File: src/rtl/mem_responder.sv
// mem_responder: 32x8 memory responder with write tracking and error flags; MEM_STATS_EN adds saturating access counters
module mem_responder #(
  parameter int ADDR_W = 5,
  parameter int DATA_W = 8,
  parameter int DEPTH  = 32
) (
  input  logic              clk,
  input  logic              rst,
  input  logic [ADDR_W-1:0] addr,
  input  logic [DATA_W-1:0] data_in,
  input  logic              read,
  input  logic              write,
  output logic [DATA_W-1:0] data_out,
  output logic              rd_valid,
  output logic              err,
  output logic [1:0]        err_code,
  output logic [15:0]       wr_count,
  output logic [15:0]       rd_count
);
  typedef enum logic {IDLE, HOLD} state_t;
  state_t state_q, state_d;
  logic [DATA_W-1:0] mem [DEPTH];
  logic [DEPTH-1:0] written_q, written_d;
  logic [DATA_W-1:0] data_out_q, data_out_d;
  logic rd_valid_q, rd_valid_d, err_q, err_d;
  logic [1:0] err_code_q, err_code_d;
  logic wr_acc, rd_acc, coll, rd_unw;
  always_comb begin
    wr_acc = state_q == IDLE && write && !read;
    rd_acc = state_q == IDLE && read && !write;
    coll = state_q == IDLE && read && write;
    rd_unw = rd_acc && !written_q[addr];
    state_d = (read || write) ? HOLD : IDLE;
    written_d = written_q | (wr_acc ? DEPTH'(1) << addr : '0);
    data_out_d = rd_acc ? (written_q[addr] ? mem[addr] : '0) : data_out_q;
    rd_valid_d = rd_acc;
    err_d = coll || rd_unw;
    err_code_d = coll ? 2'b01 : rd_unw ? 2'b10 : 2'b00;
  end
  always_ff @(posedge clk) begin
    if (rst) begin
      state_q <= IDLE;
      written_q <= '0;
      data_out_q <= '0;
      rd_valid_q <= 1'b0;
      err_q <= 1'b0;
      err_code_q <= 2'b00;
    end else begin
      state_q <= state_d;
      written_q <= written_d;
      data_out_q <= data_out_d;
      rd_valid_q <= rd_valid_d;
      err_q <= err_d;
      err_code_q <= err_code_d;
    end
  end
  always_ff @(posedge clk) if (!rst && wr_acc) mem[addr] <= data_in;
  assign data_out = data_out_q;
  assign rd_valid = rd_valid_q;
  assign err = err_q;
  assign err_code = err_code_q;
`ifdef MEM_STATS_EN
  logic [15:0] wr_count_q, wr_count_d, rd_count_q, rd_count_d;
  always_comb begin
    wr_count_d = wr_count_q + {15'b0, wr_acc && wr_count_q != 16'hFFFF};
    rd_count_d = rd_count_q + {15'b0, rd_acc && rd_count_q != 16'hFFFF};
  end
  always_ff @(posedge clk) begin
    if (rst) begin
      wr_count_q <= '0;
      rd_count_q <= '0;
    end else begin
      wr_count_q <= wr_count_d;
      rd_count_q <= rd_count_d;
    end
  end
  assign wr_count = wr_count_q;
  assign rd_count = rd_count_q;
`else
  assign wr_count = 16'h0000;
  assign rd_count = 16'h0000;
`endif
endmodule
File: config.mk
export PLATFORM = sky130hd
export DESIGN_NAME = mem_responder
export DESIGN_NICKNAME = d
export VERILOG_FILES = /design/src/rtl/mem_responder.sv
export SDC_FILE = /design/constraint.sdc
export NUM_CORES = 1
export LEC_CHECK = 0
export BUFFER_PORTS_ARGS = -buffer_cell sky130_fd_sc_hd__buf_2
export CAP_MARGIN = 15
export CORE_MARGIN = 8
export CORE_UTILIZATION = 26
export DETAILED_ROUTE_END_ITERATION = 6
export PLACE_DENSITY = 0.41
export SLEW_MARGIN = 20
export SYNTH_ARGS = -nofsm -noshare
export SYNTH_HDL_FRONTEND = slang
export SYNTH_SLANG_ARGS = --single-unit
export TNS_END_PERCENT = 1
File: constraint.sdc
create_clock -name clk -period 2.75 [get_ports clk]
set_clock_uncertainty 0.05 [all_clocks]
set_input_delay 0.55 -clock clk [delete_from_list [all_inputs] [get_ports clk]]
set_output_delay 0.55 -clock clk [all_outputs]
set_load 0.01 [all_outputs]
-- After elaboration in Yosys (flattened, before gate mapping)
Memories as Yosys holds them, arrays and structs flattened.
Cells that the tools add are included.
- bits in registers: 45
- bits in writable memories: 256
- input port bits: 17
- output and inout port bits: 44
- word-level logic and storage cells: 35
- memories kept: 1
- memory list (memory ; depth ; bits a word ; rd ports ; clocked after memory_dff ; wr ports ; RTL line ; source):
    mem ; 32 ; 8 ; 1 ; 0 ; 1 ; 22 ; logic [DATA_W-1:0] mem [DEPTH];
- magnitude comparators: 1
- shift-type cells: 1
- muxes and demuxes: 9
- bitwise operators: 2
- reductions and logical operators: 14
- operators by type and width (operator ; count):
    $mux 32 ; 1
    $or 32x32->32 ; 1
    $shl 1x5->32 const A ; 1
    $mux 8 ; 1
    $logic_and 1x1->1 ; 7
    $lt 5x6->1 const B ; 1
    $bmux 1 s5 ; 1
    $mux 1 ; 5
    $logic_not 1->1 ; 4
    $logic_or 1x1->1 ; 2
    $mux 2 ; 1
    $reduce_or 2->1 ; 1
    $not 1->1 ; 1

-- Depth between registers and ports, before layout
- depth after elaboration: 6
- mapped depth: 9
- gate-level depth less buffers: 5

-- Worst setup path after synthesis
Ideal clock, no wire load.
- path type: input port to flip-flop
- start: input addr[3]
- end: memory mem[15][0], enable pin
- library setup time: 370 ps
- arrival time: 1904 ps
- data required time: 2330 ps
- path slack: 426 ps
- stages: 5
- buffers on the path: 3
- path through: clkbuf_1 > buf_2 > nand2_1 > clkbuf_1 > nor2_1
- RTL lines (item ; RTL line ; source):
    start: declaration ; 9 ; input logic [ADDR_W-1:0] addr,
    end: declaration ; 22 ;
No word-level cell before the write port.

-- Worst setup path after layout
- start: input addr[0]
- end: register data_out_q[5], in the netlist data_out[5]
- word-level cells in the longest chain between the ends: 3
- elaborated cells between the ends (all ways): 4
- those cells by class: mux (3); memory (1)
- RTL lines (item ; RTL line ; source):
    $bmux 1 s5 ; 35 ; data_out_d = rd_acc ? (written_q[addr] ? mem[addr] : '0) : data_out_q;
    $mux 1 (not written as such) ; 35 ;
    $mux 8 * ; 35 ;
    end signal: assignment ; 51 ; data_out_q <= data_out_d;
    end: declaration ; 24 ; logic [DATA_W-1:0] data_out_q, data_out_d;
Mark *: on every way between the ends. The rest lies on a longest branch, timed or not. The select of a mux whose other input is x is not followed.
A chain may end at the register's enable or synchronous reset.

==> metrics <==
Final Hold Vio Count 0; DRC violations left 0; clk buf depth 3; drt first pass iters 5; M1 WL 12.6 mm; worst skew pair latency 0.50 ns; Required @ worst endpoint 3.09 ns; CTS Sinks 301; core region area 45400 um2; CTS tree built; number of DRC markers in iteration 0 421; placed insts 1300; slowest stage cell, crit path mux4_2; register area share after synthesis 71.8%; fin crit period 2.07 ns; Post CTS Setup Buffer Count 0; Fillers 4426; dpl cell area 13000 um2; GRT Total Usage 10.9%; Mapped Avg Cell Area 18.2 um2; height of the die 230 um; die width 230 um; Boundary Pins 61; Vias 6031; Layout Utilization 31.0%; vias in the first global route 6380; first-pass GRT wire length 43.2 mm; Area Growth Syn to Fin 17.5%; Worst-Margin Slew 0.816 ns; final hold slack 0.298 ns; Clock transition at path regs 0.06 ns; clk root buf clkbuf_16; Post-Synthesis Cells 657; Routed WL 29.3 mm; Post-CTS Resized 0; H-Tree Depth 2; most frequent CP cell buf_4; RSZ-0062 raised after global routing false; Crit path largest cell delay 0.54 ns; DP Wirelength 19.0 mm; antenna violations before repair 3; DIE AREA 53100 um2; Finish-stage setup viols 0; Post-CTS Hold Buffers 0; Post-DRT Antenna Nets 0; crit-path cells buf_4 -> buf_4 -> mux4_2 -> mux2i_1 -> o22ai_1 -> a221oi_1 -> o21ai_1; post-synthesis cell area 12000 um2; synthesis-stage register bit count 301; total grt overflow 0; WL met2 14.5 mm; synth unique cells 36; kind of start point of the critical path input pin; crit path kind in -> reg; non-filler cells, final 1363; wire length per cell 21.5 um; share of cells above drive strength 1 28.3%; most frequent cells in the layout edfxtp_1 (256), mux4_2 (68), buf_4 (51); HP Class in -> reg; Pleak 4.60 nW; drt via density 4.42; Finished Cell Area 14100 um2; Worst VDD drop 0.298 mV; Final Cycle Share 75.1%; largest net degree at the start of global routing 35; Setup TNS Final 0 ns; run status finished clean; crit path DAT 2.40 ns; CP max FO 10; Site Rows 78; TritonCTS Buffers 35; PortBufs 28; Final Max Tran Viols 0; initial core utilization 26.3%; max_cap viols 0; critical path endpoint category register; met3 WL post-DR 1.68 mm; Final GP Congestion 0.716; PwrDens 697 nW/um2; top sig layer met4; Yosys warning count 0; commonest non-fill, non-tap cell in the layout edfxtp_1; Slew headroom 45.5%; fmax 484 MHz; Final Net Count 754
==> layer usage <==
metal,up-vias,global-route usage [%]
met2,150,18.4
li1,2697,-
met4,0,2.89
met5,-,0
met3,38,2.20
met1,3146,14.0
==> cell usage after synthesis <==
cell type / number / area share, %
edfxtp_1: 256 / 64
mux4_2: 68 / 13
dfxtp_1: 45 / 7.5
o22ai_1: 40 / 2.1
nor2_1: 39 / 1.2
buf_4: 33 / 2.1
inv_1: 33 / 1.0
mux2i_1: 26 / 2.2
clkbuf_1: 16 / 0.50
mux2_2: 16 / 1.5
nand2_1: 16 / 0.50
buf_2: 12 / 0.50
o21ai_1: 8 / 0.33
a221oi_1: 7 / 0.51
buf_6: 7 / 0.66
nand2b_1: 4 / 0.21
nand3_1: 4 / 0.17
nand3b_1: 4 / 0.25
nor2b_1: 4 / 0.21
and3_1: 2 / 0.10
o2111ai_1: 2 / 0.15
a21oi_1: 1 / 0.042
a221oi_2: 1 / 0.13
a22oi_2: 1 / 0.10
and2_1: 1 / 0.052
and4b_1: 1 / 0.084
and4bb_2: 1 / 0.10
buf_1: 1 / 0.031
buf_12: 1 / 0.17
conb_1: 1 / 0.031
nand3b_2: 1 / 0.094
nand4_1: 1 / 0.052
nor3b_1: 1 / 0.063
o211a_1: 1 / 0.084
or2_2: 1 / 0.052
or3b_1: 1 / 0.073
==> final timing paths <==
kind | startpoint | to | slack [ns] | cells after the start
worst max-delay path | addr[0] | data_out[5] | 0.68 | 7
worst min-delay path | read | err | 0.30 | 2
worst max register to register | state_q | mem[24][6] | 0.73 | 5
worst min register to register | data_out[0] | data_out[0] | 0.42 | 2
==> cells by family after synthesis <==
group,count (synthesis),synth area share (%)
and+or+nand+nor,81,3.24
muxes,110,16.5
buffers and inverters,103,4.97
AOI/OAI and AO/OA,61,3.44
DFF,301,71.8
other,1,0.0314
==> flip-flops by register name, indices dropped and copies added (netlist names) <==
name and flops:
rd_valid 1, mem 256, data_out 8, err_code 2
written_q 32, state_q 1, err 1
==> final cells by class <==
class / count / area, um2 / area share [%]
clock buffers: 46 / 960 / 6.83
clock inverters: 15 / 119 / 0.846
well taps: 600 / 751 / 5.34
diodes: 2 / 5.00 / 0.0356
repair buffers: 82 / 613 / 4.36
inverters: 33 / 124 / 0.882
flip-flops and latches: 301 / 8590 / 61.1
multi-input cells: 284 / 2890 / 20.6
==> critical path, delay by kind of cell <==
family,cells,cell delay (ns)
AOI/OAI and AO/OA,3,0.56
buffers and inverters,2,0.48
muxes,2,0.79
==> through the flow <==
stage | worst slack, ns | power [mW]
floorplan | 0.426 | 5.39
global placement | 0.167 | 5.56
detailed placement | 0.174 | 5.57
CTS | 0.705 | 9.94
global route | 0.602 | 10.1
finish | 0.684 | 9.80
==> power by group <==
| part | internal [mW] | total (mW) | switching (mW) |
|---|---|---|---|
| combinational | 0.185 | 0.491 | 0.305 |
| sequential | 4.96 | 4.97 | 0.00599 |
| clock | 2.63 | 4.34 | 1.71 |
| total | 7.78 | 9.80 | 2.02 |
Note: power is estimated with default switching activity, not from simulation.
